### src/rtl/localbus_pkg.sv
// Shared types and constants for the local-bus initiator.
package localbus_pkg;

   typedef enum logic [2:0] {
      ST_IDLE,
      ST_ALE,
      ST_SETUP,
      ST_WAIT_ACK,
      ST_RELEASE,
      ST_RESP
   } lb_state_t;

   localparam logic LB_RD = 1'b1;
   localparam logic LB_WR = 1'b0;

   localparam int LB_CNT_W = 16;

endpackage

### src/rtl/localbus_master.sv
// Local-bus initiator: turns a valid/ready command into a multiplexed
// address/data bus cycle and reports read data or a timeout.
module localbus_master
   import localbus_pkg::*;
#(
   parameter int unsigned ALE_CYCLES = 2,
   parameter int unsigned TIMEOUT    = 255
) (
   input  logic        clk,
   input  logic        reset,
   input  logic        cmd_valid,
   output logic        cmd_ready,
   input  logic        cmd_rd,
   input  logic [31:0] cmd_addr,
   input  logic [31:0] cmd_wdata,
   output logic        rsp_valid,
   output logic [31:0] rsp_rdata,
   output logic        rsp_timeout,
   output logic        localbus_cs_n,
   output logic        localbus_rd_wr,
   output logic [31:0] localbus_data,
   output logic        localbus_ale,
   input  logic        localbus_ack_n,
   input  logic [31:0] localbus_data_out
);

   localparam logic [LB_CNT_W-1:0] ALE_LAST = LB_CNT_W'(ALE_CYCLES - 1);
   localparam logic [LB_CNT_W-1:0] TMO_LAST = LB_CNT_W'(TIMEOUT - 1);

   lb_state_t           state_q, state_d;
   logic [LB_CNT_W-1:0] cnt_q, cnt_d;
   logic                rd_q, rd_d;
   logic [31:0]         wdata_q, wdata_d;
   logic [31:0]         rdata_q, rdata_d;
   logic                tmo_q, tmo_d;
   logic                cs_n_q, cs_n_d;
   logic                ale_q, ale_d;
   logic                rd_wr_q, rd_wr_d;
   logic [31:0]         data_q, data_d;
   logic                rsp_valid_q, rsp_valid_d;
   logic [31:0]         rsp_rdata_q, rsp_rdata_d;
   logic                rsp_timeout_q, rsp_timeout_d;

   // Bus outputs are computed for the next state so they leave flops
   // aligned with the state register.
   always_comb begin
      state_d       = state_q;
      cnt_d         = (cnt_q == '1) ? cnt_q : cnt_q + 1'b1;
      rd_d          = rd_q;
      wdata_d       = wdata_q;
      rdata_d       = rdata_q;
      tmo_d         = tmo_q;
      cs_n_d        = cs_n_q;
      ale_d         = ale_q;
      rd_wr_d       = rd_wr_q;
      data_d        = data_q;
      rsp_valid_d   = 1'b0;
      rsp_rdata_d   = rsp_rdata_q;
      rsp_timeout_d = rsp_timeout_q;

      case (state_q)
         ST_IDLE: begin
            if (cmd_valid) begin
               rd_d    = cmd_rd;
               wdata_d = cmd_wdata;
               rdata_d = '0;
               tmo_d   = 1'b0;
               state_d = ST_ALE;
               cnt_d   = '0;
               ale_d   = 1'b1;
               cs_n_d  = 1'b1;
               data_d  = cmd_addr;
               rd_wr_d = cmd_rd;
            end
         end
         ST_ALE: begin
            if (cnt_q == ALE_LAST) begin
               state_d = ST_SETUP;
               cnt_d   = '0;
               ale_d   = 1'b0;
               data_d  = (rd_q == LB_WR) ? wdata_q : '0;
            end
         end
         ST_SETUP: begin
            state_d = ST_WAIT_ACK;
            cnt_d   = '0;
            cs_n_d  = 1'b0;
         end
         ST_WAIT_ACK: begin
            // An ack on the final counted cycle still beats the timeout.
            if (!localbus_ack_n || cnt_q == TMO_LAST) begin
               if (!localbus_ack_n) begin
                  rdata_d = (rd_q == LB_RD) ? localbus_data_out : '0;
               end else begin
                  tmo_d   = 1'b1;
                  rdata_d = '0;
               end
               state_d = ST_RELEASE;
               cnt_d   = '0;
               cs_n_d  = 1'b1;
               data_d  = '0;
               rd_wr_d = LB_RD;
            end
         end
         ST_RELEASE: begin
            if (localbus_ack_n || cnt_q == TMO_LAST) begin
               state_d       = ST_RESP;
               cnt_d         = '0;
               rsp_valid_d   = 1'b1;
               rsp_rdata_d   = rdata_q;
               rsp_timeout_d = tmo_q | ~localbus_ack_n;
            end
         end
         ST_RESP: begin
            state_d = ST_IDLE;
            cnt_d   = '0;
         end
         default: begin
            state_d = ST_IDLE;
            cnt_d   = '0;
         end
      endcase
   end

   always_ff @(posedge clk or negedge reset) begin
      if (!reset) begin
         state_q       <= ST_IDLE;
         cnt_q         <= '0;
         rd_q          <= LB_RD;
         wdata_q       <= '0;
         rdata_q       <= '0;
         tmo_q         <= 1'b0;
         cs_n_q        <= 1'b1;
         ale_q         <= 1'b0;
         rd_wr_q       <= LB_RD;
         data_q        <= '0;
         rsp_valid_q   <= 1'b0;
         rsp_rdata_q   <= '0;
         rsp_timeout_q <= 1'b0;
      end else begin
         state_q       <= state_d;
         cnt_q         <= cnt_d;
         rd_q          <= rd_d;
         wdata_q       <= wdata_d;
         rdata_q       <= rdata_d;
         tmo_q         <= tmo_d;
         cs_n_q        <= cs_n_d;
         ale_q         <= ale_d;
         rd_wr_q       <= rd_wr_d;
         data_q        <= data_d;
         rsp_valid_q   <= rsp_valid_d;
         rsp_rdata_q   <= rsp_rdata_d;
         rsp_timeout_q <= rsp_timeout_d;
      end
   end

   assign cmd_ready      = (state_q == ST_IDLE);
   assign rsp_valid      = rsp_valid_q;
   assign rsp_rdata      = rsp_rdata_q;
   assign rsp_timeout    = rsp_timeout_q;
   assign localbus_cs_n  = cs_n_q;
   assign localbus_ale   = ale_q;
   assign localbus_rd_wr = rd_wr_q;
   assign localbus_data  = data_q;

endmodule
### config.mk
export PLATFORM = sky130hd
export DESIGN_NAME = localbus_master
export DESIGN_NICKNAME = d
export VERILOG_FILES = /design/src/rtl/localbus_pkg.sv /design/src/rtl/localbus_master.sv
export SDC_FILE = /design/constraint.sdc
export NUM_CORES = 1
export LEC_CHECK = 0
export CAP_MARGIN = 25
export CORE_ASPECT_RATIO = 1.2
export CORE_MARGIN = 4
export CORE_UTILIZATION = 63
export DETAILED_ROUTE_END_ITERATION = 6
export DONT_BUFFER_PORTS = 1
export PLACE_DENSITY_LB_ADDON = 0.1
export SYNTH_ARGS = -nofsm -noshare
export SYNTH_HDL_FRONTEND = slang
export SYNTH_SLANG_ARGS = --single-unit
### constraint.sdc
create_clock -name clk -period 2.2 [get_ports clk]
set_input_delay 0.44 -clock clk [delete_from_list [all_inputs] [get_ports clk]]
set_output_delay 0.44 -clock clk [all_outputs]
set_load 0.1 [all_outputs]
==> flow_summary.toml <==
[cells_and_area]
layout_commonest_cell = "dfrtp_1"
drive_above_1_share_pct = 20.1
layout_common_cells = "dfrtp_1 (151), nand2_1 (110), a22o_1 (64), mux2_4 (30), mux2_1 (29)"
diodes = 0
nNetsFinal = 654
syn2layout_area_growth_pct = 12.9

[critical_path]
r2r_slack_ns = 0.10
crit_type = "reg -> reg"
critPathMaxFanout = 32
timing.rr.end = "localbus_data[0]$_DFFE_PN0P_"
crit_required_ns = 2.49
worstRegToRegCells = 7
r2r_start = "cnt_q[1]$_DFF_PN0_"
cp-end-kind = "flip-flop"
worstPathArrival_ns = 2.39
cp-start-kind = "flip-flop"

[clock_network]
clkSlewWorstSetupHoldPaths_ns = 0.06
cts_htree_levels = 4
clock-sinks = 154
cts_buffers = 17
cts_max_path_buffers = 2
cts_tree = "done"
insertion_delay_ns = 0.42
cts_root_buffer = "clkbuf_16"

[logic_synthesis]
synth_edf_count = 0
synth_top_cell_area_share_pct = 57.2
syn_avg_cell_area_um2 = 12.3
synth_area_leader_cell = "dfrtp_1"
synthArstFlopShare_pct = 100
synthCells = 537
synth_nets = 641
synth_ff_type = "dfrtp_1"
yosysSeqAreaShare_pct = 58.4
synthDistinctLibCells = 47
synth_area_leaders = "dfrtp_1 (57%), a22o_1 (8.5%), mux2_4 (6.8%), nand2_1 (6.3%), mux2_1 (4.9%)"
synth-seq-cells = 154
synth_warnings = 0
synth_area_um2 = 6600

[floorplanning]
io_pins = 171
row_count = 40
coreArea_um2 = 10100
die_area_um2 = 12200
fp.dieW_um = 101
fp.dieH_um = 120
initial_core_util_pct = 65.3

[timing]
fin_tns_setup_ns = 0
min_period_over_period_pct = 95.2
whs_ns = -0.284
tightest_slew_ns = 0.978
max_freq_ghz = 0.477
slew_headroom_pct = 34.8
finalHoldViolCount = 154
fin_skew_ns = 0.00827
slew_viol_final = 0
rsz0062_at_grt = "no"
timing.final.crit_period_ns = 2.10
setup_violations = 0

[global_routing]
grt_max_degree = 155
grt_usage_pct = 23.8
grt_antenna_before_repair = 0
grt_pass1_vias = 4421
gr-total-overflow = 0
grt_pass1_wl_mm = 22.5

[placed_design]
place.port_buffers = 0
gp_congestion = 0.847
hpwl_mm = 9.46

[drt]
num_vias = 4225
drt_iter0_drc = 204
ant_nets = 0
wl_per_cell_um = 20.3
wirelength_mm = 13.9
firstDrtPassIters = 5
drc = 0
post_drt_via_cell_ratio = 6.14

[status]
run_status = "complete, but fails checks"
violations = "negative hold slack"

[run]
drv_cap = 0

[min_path]
hold_path.class = "in -> async"
[per-layer routing]
| metal | share of wire, % | global-route usage (%) | vias to the layer above |
|---|---|---|---|
| li1 | - | - | 1934 |
| met1 | 40 | 28.8 | 2127 |
| met2 | 50 | 38.3 | 147 |
| met3 | 8.4 | 9.53 | 17 |
| met4 | 1.7 | 8.65 | 0 |
| met5 | 0 | 0 | - |
[registers in the layout, indices dropped and copies added (netlist names)]
signal          count
localbus_data      32
rdata_q            32
rsp_rdata          32
wdata_q            32
cnt_q              16
state_q             3
localbus_ale        1
localbus_cs_n       1
localbus_rd_wr      1
rd_q                1
rsp_timeout         1
rsp_valid           1
tmo_q               1
[final cells by class]
type	count	area, µm²
flip-flops and latches	154	3860
fillers	682	2650
multi-input cells	346	2590
clock buffers	19	443
repair buffers	25	245
well taps	126	158
clock inverters	12	140
inverters	6	22.5
[worst max path at each step]
stage / slack (ns) / start / cells after the start / end
2_1_floorplan: 0.003 / state_q[2]$_DFFE_PN0P_ / 7 / rdata_q[0]$_DFFE_PN0P_
3_3_place_gp: 0.10 / cnt_q[1]$_DFF_PN0_ / 8 / localbus_data[3]$_DFFE_PN0P_
3_5_place_dp: 0.08 / cnt_q[1]$_DFF_PN0_ / 8 / localbus_data[14]$_DFFE_PN0P_
4_1_cts: 0.06 / cnt_q[1]$_DFF_PN0_ / 8 / localbus_data[25]$_DFFE_PN0P_
5_1_grt: 0.001 / cnt_q[1]$_DFF_PN0_ / 7 / localbus_data[31]$_DFFE_PN0P_
6_report: 0.10 / cnt_q[1]$_DFF_PN0_ / 7 / localbus_data[0]$_DFFE_PN0P_
[repair_timing]
action                     in CTS  in global routing
gates resized for setup         0                  1
setup endpoints to repair       0                 33
hold endpoints to repair      154                154
setup buffers                   0                  3
[stage by stage]
stage	utilization (%)	std cells	setup slack (ns)	area, µm²
2_1_floorplan	-	537	0.00339	6640
3_3_place_gp	67.6	653	0.103	6830
3_5_place_dp	67.7	654	0.0792	6850
4_1_cts	73.5	685	0.0604	7430
5_1_grt	73.8	688	0.00105	7460
6_report	73.8	688	0.105	7460
[synthesized netlist by cell type, types with 3 or more instances]
cell,instances
a211oi_2,4
a21oi_1,5
a22o_1,64
a31oi_1,3
and3_1,10
buf_2,7
buf_4,4
buf_6,3
clkbuf_1,16
dfrtp_1,151
dfstp_2,3
ha_1,3
inv_1,6
mux2_1,29
mux2_2,6
mux2_4,30
nand2_1,110
nand3_1,4
nand4_1,3
nor2_1,21
nor3_1,10
nor3b_1,3
nor4_1,3
o21ai_0,6
xnor2_1,3
[critical path, stage by stage (launching register included)]
cell     delay [ns]
dfrtp_1        0.44
ha_1           0.21
and4_1         0.21
nand4_2        0.17
nand4_2        0.18
nand3_4        0.14
buf_12         0.24
mux2_2         0.37
[cell families (layout without fill, tap and decap cells)]
| group | count (synthesis) | in the layout | share of synthesized area [%] |
|---|---|---|---|
| and+or+nand+nor | 180 | 180 | 12.9 |
| DFF | 154 | 154 | 58.4 |
| AOI/OAI and AO/OA | 92 | 92 | 11.7 |
| muxes | 66 | 66 | 12.9 |
| buffers and inverters | 37 | 62 | 2.80 |
| xor gates and xnor gates | 5 | 5 | 0.663 |
| adders and majority gates | 3 | 3 | 0.569 |
Power is left out: the tool's default activity adds up to more than one toggle a clock period on the data nets, which glitch-free logic cannot reach.
